--- src/rtl/fwd_hazard_ctrl.sv ---
// EX-stage forwarding select generation, load-use stall detection and
// branch/jump flush control, with saturating stall/flush event counters.
module fwd_hazard_ctrl #(
  parameter int CNT_W = 16
) (
  input  logic             clk,
  input  logic             rst_n,
  input  logic             valid_id,
  input  logic [4:0]       rs1_id,
  input  logic [4:0]       rs2_id,
  input  logic             rs1_used_id,
  input  logic             rs2_used_id,
  input  logic [4:0]       rd_id,
  input  logic             reg_write_id,
  input  logic             mem_read_id,
  input  logic             use_pc_id,
  input  logic             use_imm_id,
  input  logic             pc_select,
  output logic [1:0]       data1_sel_ALU,
  output logic [1:0]       data2_sel_ALU,
  output logic [1:0]       data1_sel_BJ,
  output logic [1:0]       data2_sel_BJ,
  output logic             stall,
  output logic             flush_if_id,
  output logic             flush_id_ex,
  output logic [CNT_W-1:0] stall_count,
  output logic [CNT_W-1:0] flush_count
);

  localparam logic [1:0] SEL_RF  = 2'd0;
  localparam logic [1:0] SEL_ALT = 2'd1;
  localparam logic [1:0] SEL_WB  = 2'd2;
  localparam logic [1:0] SEL_MEM = 2'd3;

  localparam logic [CNT_W-1:0] CNT_MAX = '1;
  localparam logic [CNT_W-1:0] CNT_ONE = CNT_W'(1);

  typedef struct packed {
    logic       valid;
    logic [4:0] rd;
    logic       reg_write;
    logic       mem_read;
  } shadow_t;

  shadow_t    ex_q;
  shadow_t    mem_q;
  shadow_t    id_entry;
  logic       ex_hit1;
  logic       ex_hit2;
  logic       mem_hit1;
  logic       mem_hit2;
  logic [1:0] fwd1;
  logic [1:0] fwd2;
  logic       load_use;
  logic       issue;

  function automatic logic src_hit(input shadow_t e, input logic [4:0] src,
                                   input logic used);
    return e.valid && e.reg_write && (e.rd != 5'd0) && (e.rd == src) && used;
  endfunction

  // ex_q holds the next-older instruction, so it outranks mem_q.
  always_comb begin
    ex_hit1  = src_hit(ex_q, rs1_id, rs1_used_id);
    ex_hit2  = src_hit(ex_q, rs2_id, rs2_used_id);
    mem_hit1 = src_hit(mem_q, rs1_id, rs1_used_id);
    mem_hit2 = src_hit(mem_q, rs2_id, rs2_used_id);
    fwd1 = SEL_RF;
    fwd2 = SEL_RF;
    if (ex_hit1)       fwd1 = SEL_MEM;
    else if (mem_hit1) fwd1 = SEL_WB;
    if (ex_hit2)       fwd2 = SEL_MEM;
    else if (mem_hit2) fwd2 = SEL_WB;
  end

  assign load_use    = valid_id && ex_q.valid && ex_q.mem_read && (ex_hit1 || ex_hit2);
  assign stall       = load_use && !pc_select;
  assign flush_if_id = pc_select;
  assign flush_id_ex = pc_select;
  assign issue       = valid_id && !pc_select && !stall;
  assign id_entry    = {1'b1, rd_id, reg_write_id, mem_read_id};

  always_ff @(posedge clk or negedge rst_n) begin
    if (!rst_n) begin
      ex_q          <= '0;
      mem_q         <= '0;
      data1_sel_ALU <= SEL_RF;
      data2_sel_ALU <= SEL_RF;
      data1_sel_BJ  <= SEL_RF;
      data2_sel_BJ  <= SEL_RF;
    end else begin
      mem_q <= ex_q;
      if (issue) begin
        ex_q          <= id_entry;
        data1_sel_ALU <= use_pc_id ? SEL_ALT : fwd1;
        data2_sel_ALU <= use_imm_id ? SEL_ALT : fwd2;
        data1_sel_BJ  <= fwd1;
        data2_sel_BJ  <= fwd2;
      end else begin
        ex_q          <= '0;
        data1_sel_ALU <= SEL_RF;
        data2_sel_ALU <= SEL_RF;
        data1_sel_BJ  <= SEL_RF;
        data2_sel_BJ  <= SEL_RF;
      end
    end
  end

  // Counters stick at all-ones so a long run never reads back as a small count.
  always_ff @(posedge clk or negedge rst_n) begin
    if (!rst_n) begin
      stall_count <= '0;
      flush_count <= '0;
    end else begin
      if (stall && (stall_count != CNT_MAX))
        stall_count <= stall_count + CNT_ONE;
      if (pc_select && (flush_count != CNT_MAX))
        flush_count <= flush_count + CNT_ONE;
    end
  end

endmodule

--- config.mk ---
export PLATFORM = sky130hd
export DESIGN_NAME = fwd_hazard_ctrl
export DESIGN_NICKNAME = d
export VERILOG_FILES = /design/src/rtl/fwd_hazard_ctrl.sv
export SDC_FILE = /design/constraint.sdc
export NUM_CORES = 1
export LEC_CHECK = 0
export CORE_MARGIN = 2
export CORE_UTILIZATION = 52
export DETAILED_ROUTE_END_ITERATION = 7
export PLACE_DENSITY = 0.85
export SKIP_LAST_GASP = 1
export SYNTH_ARGS = -nofsm -noshare
export SYNTH_HDL_FRONTEND = slang
export SYNTH_SLANG_ARGS = --single-unit
--- constraint.sdc ---
create_clock -name clk -period 5.8 [get_ports clk]
set_input_delay 1.16 -clock clk [delete_from_list [all_inputs] [get_ports clk]]
set_output_delay 1.16 -clock clk [all_outputs]
set_load 0.02 [all_outputs]
==> results.cfg, run 1 <==
[finish]
final_layout_size_suffix_gt1_frac = 0.0598
finalCoreUtilization = 0.722
antenna_cells_inserted = 0
syn2layout_area_growth_pct = 33.4
fin_nets = 327
post-route-cell-area_sq_um = 3410

[global_route]
gr-total-overflow = 0
grt_usage = 0.210
number_of_global_route_vias_before_repair = 1845
pin_count_of_the_biggest_net_entering_global_routing = 56
grt_pass1_wl_mm = 8.76
antenna_violations_before_repair = 0

[drt]
first_iter_violations = 115
route.detailed.wl_per_inst_um = 13.8
drc_errors = 0
detail_route.wirelength_mm = 5.08
via_count = 1892
drt_pre_antenna_iters = 4
route.detailed.vias_per_inst = 5.14
ant_nets = 0

[timing]
timing.final.setup_violations = 0
timing_worst_slew_pin_value_ns = 0.649
grt_setup_unrepaired = false
final-hold-violation-count = 0
fin_worst_skew_ns = 0.00652
finalWorstPathRequiredPeriod_ns = 4.33
period_share = 0.747
max_freq_mhz = 231
maxSlewHeadroom = 0.567
report.final.slew_viol_count = 0
timing.setup.tns_ns = 0

[synthesis]
synth_top_cell_by_area = dfrtp_1
post_synthesis_share_of_cell_area_spent_on_full_adders_half_adders_and_majority_gates = 0.00978
synth-edff-count = 0
post_synth_instance_area_sq_um = 2560
synth_top_cells_by_count = dfrtp_1, xnor2_1, xor2_1
yosys-top-cells-area = dfrtp_1, xnor2_1, xor2_1
syn_nets = 255
synthesized_area_fraction_occupied_by_and_or_nand_nor_cells = 0.211
synth_sequential_area_ratio = 0.538
ys_dominant_reg_cell = dfrtp_1
synthArstFlopShare = 1.00
yosys.area_share.xor_xnor = 0.171
syn-instance-count = 228
synth-compound-area-share = 0.0523
synthesis.area_per_instance_sq_um = 11.2
synth_cell_type_count = 37
synthesis.yosys.warnings = 0
main_combinational_cell_family_by_area_after_synthesis = simple AND/OR/NAND/NOR gates
synthMuxAreaShare = 0.00440
total_of_flip_flops_plus_latches_after_synthesis = 55
post_synth_top_area_share = 0.538
synth_most_common_cell = dfrtp_1

[clock_network]
clock_latency_late_sink_ns = 0.31
ctsHtreeMaxLevel = 2
cts-hold-fix-buffers = 0
cts.path.max_buffers = 2
cts_made_buffers = 5
root_buffer_cell = clkbuf_8
post_cts_resize_count = 0
postCtsSetupRepairBufs = 0
clkSlewWorstSetupHoldPaths_ns = 0.09
tritoncts_clock_tree = done
clock_sinks = 55

[floorplan]
placeableCoreArea_sq_um = 4720
die-height_um = 74.1
io_pins = 68
start_util = 0.541
placementRows = 25
die_area_sq_um = 5500
die_width_um = 74.1

[hold_path]
hold_path_class = flop to flop

[worst_setup_path]
critical_path.endpoint_type = primary output
timing.setup.critical_path_class = primary input to primary output
critical_path.startpoint_type = primary input
critPathMaxFanout = 7
crit_path_max_incr_delay_ns = 0.61
crit_top_cell = clkdlybuf4s50_1
cp.arrival_ns = 3.17
crit_chain = clkdlybuf4s50_1, xnor2_1, nand4_1, nor3_4, nor2_2, nor2_1, clkdlybuf4s50_1
setup.reg_to_reg.worst_slack_ns = 3.71
worst-endpoint-required_ns = 4.64
cpMaxStageDelayCell = clkdlybuf4s50_1

[place]
post-dp-hpwl_mm = 3.85
place.port_buffers = 67
gp_congestion = 0.813
placed_cell_area_sq_um = 3290

[pwr]
power_leakage_nw = 1.49
power.ir.vdd_worst_mv = 0.245
power_density_nw_per_um2 = 252
post_layout_power_mw = 0.859

[job]
timing.max_cap.violations = 0

[status]
status = finished, final reports clean
==> worst max-delay path: cells and delay by family <==
family	cells	cell delay (ns)
XOR/XNOR	1	0.13
buffers and inverters	2	1.13
AND/OR/NAND/NOR	4	0.74
==> per-layer routing <==
layer / vias up / share of wire / global-route usage
li1: 937 / - / -
met1: 898 / 0.46 / 0.286
met2: 52 / 0.49 / 0.342
met3: 5 / 0.048 / 0.0501
met4: 0 / 0.0098 / 0.0505
met5: - / 0 / 0
==> where the power goes <==
| group | internal, mW | total, mW | switching (mW) |
|---|---|---|---|
| Clock | 0.140 | 0.255 | 0.116 |
| Sequential | 0.409 | 0.447 | 0.0376 |
| Combinational | 0.0808 | 0.156 | 0.0755 |
| Total | 0.630 | 0.859 | 0.229 |
==> flip-flops by register name, indices dropped and copies added (netlist names) <==
register	count
data2_sel_BJ	2
data1_sel_BJ	2
stall_count	16
flush_count	16
ex_q	8
data1_sel_ALU	2
mem_q	7
data2_sel_ALU	2
==> cells by family after synthesis <==
family          Yosys count
compound gates           17
xor+xnor                 49
fa+ha+maj                 2
buf+inv                   7
flops                    55
mux                       1
simple gates             97
==> layout by cell type, fill, tap and decap left out, drive strengths merged, types with 2 or more instances in the layout <==
master	n
xnor2	25
nand3	15
nor2	16
clkdlybuf4s50	66
nand2	17
inv	4
nor3b	3
nor2b	3
dfrtp	55
o21ai	2
and2	8
a21oi	2
and3	5
buf	2
clkbuf	6
or3	2
ha	2
nor3	8
a41oi	2
nor4	4
or4	2
o21a	5
nand4	11
xor2	24
and4	2
==> path summary, 6_finish.rpt <==
kind,start,to,depth (start not counted)
hold / removal,ex_q[1],mem_q[1],0
setup reg to reg,ex_q[3],data2_sel_ALU[1],5
max in group asynchronous,rst_n,mem_q[4],2
hold reg to reg,ex_q[1],mem_q[1],0
setup / recovery,rs1_id[0],stall,7
min in group asynchronous,rst_n,data1_sel_BJ[1],2
==> through the flow <==
step | std cells | hold WS [ns] | worst slack [ns]
after detailed placement | 360 | 0.423 | 1.46
after floorplan | 228 | 0.392 | 2.52
final | 368 | 0.431 | 1.47
after global placement | 360 | 0.418 | 1.52
after global routing | 368 | 0.470 | 1.30
after CTS | 368 | 0.439 | 1.46
==> cell type report <==
type	instances	area [sq um]
Timing Repair Buffer	68	673
Inverter	4	15.0
Tap cell	67	83.8
Fill cell	345	1310
Multi-Input combinational cell	166	1150
Clock inverter	2	35.0
Clock buffer	6	82.6
Sequential cell	55	1380
No activity file was read; power rests on OpenSTA's default activity.
==> run 2: changes to the inputs <==
- CORE_UTILIZATION: 52 -> 48
- PLACE_DENSITY: 0.85 -> 0.79
- clock period: 5.8 -> 4.4 ns (I/O delays scaled with it)
==> run 2 against run 1 <==
Compared with the run above: global-route usage decreased by 2.3 points; critical path depth did not move; design area barely moved; clock power increased by 32%; via count is 1.2% higher; flip-flop and latch count did not move; clock-buffer cell count shrank 1; largest power group unchanged; routed wire length decreased by 0.43%; worst hold slack better by 0.010 ns; highest routed layer unchanged.
==> results.cfg, run 2 (synthesis gave the netlist of run 1 again) <==
[status]
status = finished, final reports clean

[floorplan]
die-height_um = 77.0
placementRows = 26
io_pins = 68
start_util = 0.498
die_width_um = 77.0
placeableCoreArea_sq_um = 5140
die_area_sq_um = 5930

[clock_network]
cts_made_buffers = 5
cts-hold-fix-buffers = 0
cts.path.max_buffers = 2
root_buffer_cell = clkbuf_8
clkSlewWorstSetupHoldPaths_ns = 0.10
ctsHtreeMaxLevel = 2
tritoncts_clock_tree = done
clock_sinks = 55
clock_latency_late_sink_ns = 0.31
postCtsSetupRepairBufs = 0
post_cts_resize_count = 0

[global_route]
grt_pass1_wl_mm = 8.80
pin_count_of_the_biggest_net_entering_global_routing = 56
grt_usage = 0.187
antenna_violations_before_repair = 0
number_of_global_route_vias_before_repair = 1935
gr-total-overflow = 0

[worst_setup_path]
timing.setup.critical_path_class = primary input to primary output
critical_path.startpoint_type = primary input
crit_path_max_incr_delay_ns = 0.62
cp.arrival_ns = 2.92
crit_chain = clkdlybuf4s50_1, xnor2_1, nand4_1, nor3_4, nor2_2, nor2_1, clkdlybuf4s50_1
crit_top_cell = clkdlybuf4s50_1
r2r.worst_path.cells = 6
worst-endpoint-required_ns = 3.52
critPathMaxFanout = 7
cpMaxStageDelayCell = clkdlybuf4s50_1
critical_path.endpoint_type = primary output

[pwr]
clock_power_share = 0.297
share_of_total_power_in_sequential_cells = 0.521
net-switching-power_mw = 0.313
power.ir.vdd_worst_mv = 0.239
comb_power_share = 0.182
power_density_nw_per_um2 = 332
swShare = 0.277
post_layout_power_mw = 1.13
power_leakage_nw = 1.49
power_report.internal_total_mw = 0.819

[finish]
syn2layout_area_growth_pct = 33.5
antenna_cells_inserted = 0
layout_common_cells = clkdlybuf4s50_1, dfrtp_1, xnor2_1, xor2_1, nand2_1
top_regs = flush_count: 16 flops, stall_count: 16 flops, ex_q: 8 flops
finalCoreUtilization = 0.664
post-route-cell-area_sq_um = 3410
final_layout_size_suffix_gt1_frac = 0.0598
stdcell_count = 371
final.fill_count = 452
final_common_cell = clkdlybuf4s50_1
fin_nets = 327

[hold_path]
hold_path_class = flop to flop
min_path_cells = 0

[timing]
timing_worst_slew_pin_value_ns = 0.653
maxSlewHeadroom = 0.565
finalWorstPathRequiredPeriod_ns = 3.80
final-hold-violation-count = 0
timing.final.setup_violations = 0
report.final.slew_viol_count = 0
hold_ws_ns = 0.441
setup_slack_ns = 0.603
fin_worst_skew_ns = 0.00687
max_freq_mhz = 263
period_share = 0.863
timing.setup.tns_ns = 0
grt_setup_unrepaired = false

[drt]
detail_route.wirelength_mm = 5.06
drt_pre_antenna_iters = 4
via_count = 1915
drc_errors = 0
route.detailed.vias_per_inst = 5.16
first_iter_violations = 100
ant_nets = 0
route.detailed.wl_per_inst_um = 13.6

[place]
gp_congestion = 0.882
place.port_buffers = 67
place_worst_setup_slack_ns = 0.584
placedCellCount = 363
post-dp-hpwl_mm = 3.89
placed_cell_area_sq_um = 3300

[job]
timing.max_cap.violations = 0
run 2: cell types whose count changed in the layout (fill, tap and decap cells not counted), sizes merged:
cell	before	now
clkbuf	6	5
inv	4	5
run 2: layer usage:
layer | share of wire | track usage | routed length [um]
met5 | 0 | 0 | 0
met4 | 0.017 | 0.0643 | 85
met3 | 0.042 | 0.0400 | 213
met2 | 0.49 | 0.316 | 2460
met1 | 0.46 | 0.239 | 2310
run 2: final cells by class:
type	count	area, sq um	area share
clock buffers	5	68.8	0.0202
clock inverters	3	47.5	0.0139
well taps	70	87.6	0.0257
flip-flops and latches	55	1380	0.403
inverters	4	15.0	0.00440
repair buffers	68	673	0.197
multi-input cells	166	1150	0.336
run 2: path summary, 6_finish.rpt:
| path | startpoint | end | slack (ns) |
|---|---|---|---|
| hold reg to reg | ex_q[1] | mem_q[1] | 0.44 |
| hold / removal | ex_q[1] | mem_q[1] | 0.44 |
| min in group asynchronous | rst_n | flush_count[2] | 0.67 |
| max in group asynchronous | rst_n | data1_sel_BJ[0] | 3.29 |
| setup reg to reg | ex_q[2] | stall_count[15] | 2.30 |
| setup / recovery | rs1_id[0] | stall | 0.60 |
run 2: power groups by stage:
stage	registers (mW)	clock network (mW)	logic [mW]
6_report	0.590	0.336	0.206
5_1_grt	0.598	0.373	0.226
4_1_cts	0.590	0.344	0.209
3_5_place_dp	0.598	0	0.209
3_3_place_gp	0.597	0	0.205
2_1_floorplan	0.624	0	0.0685
run 2: critical path, delay by kind of cell:
kind	cells	cell delay, ns
XOR/XNOR	1	0.14
buffers and inverters	2	1.15
AND/OR/NAND/NOR	4	0.75
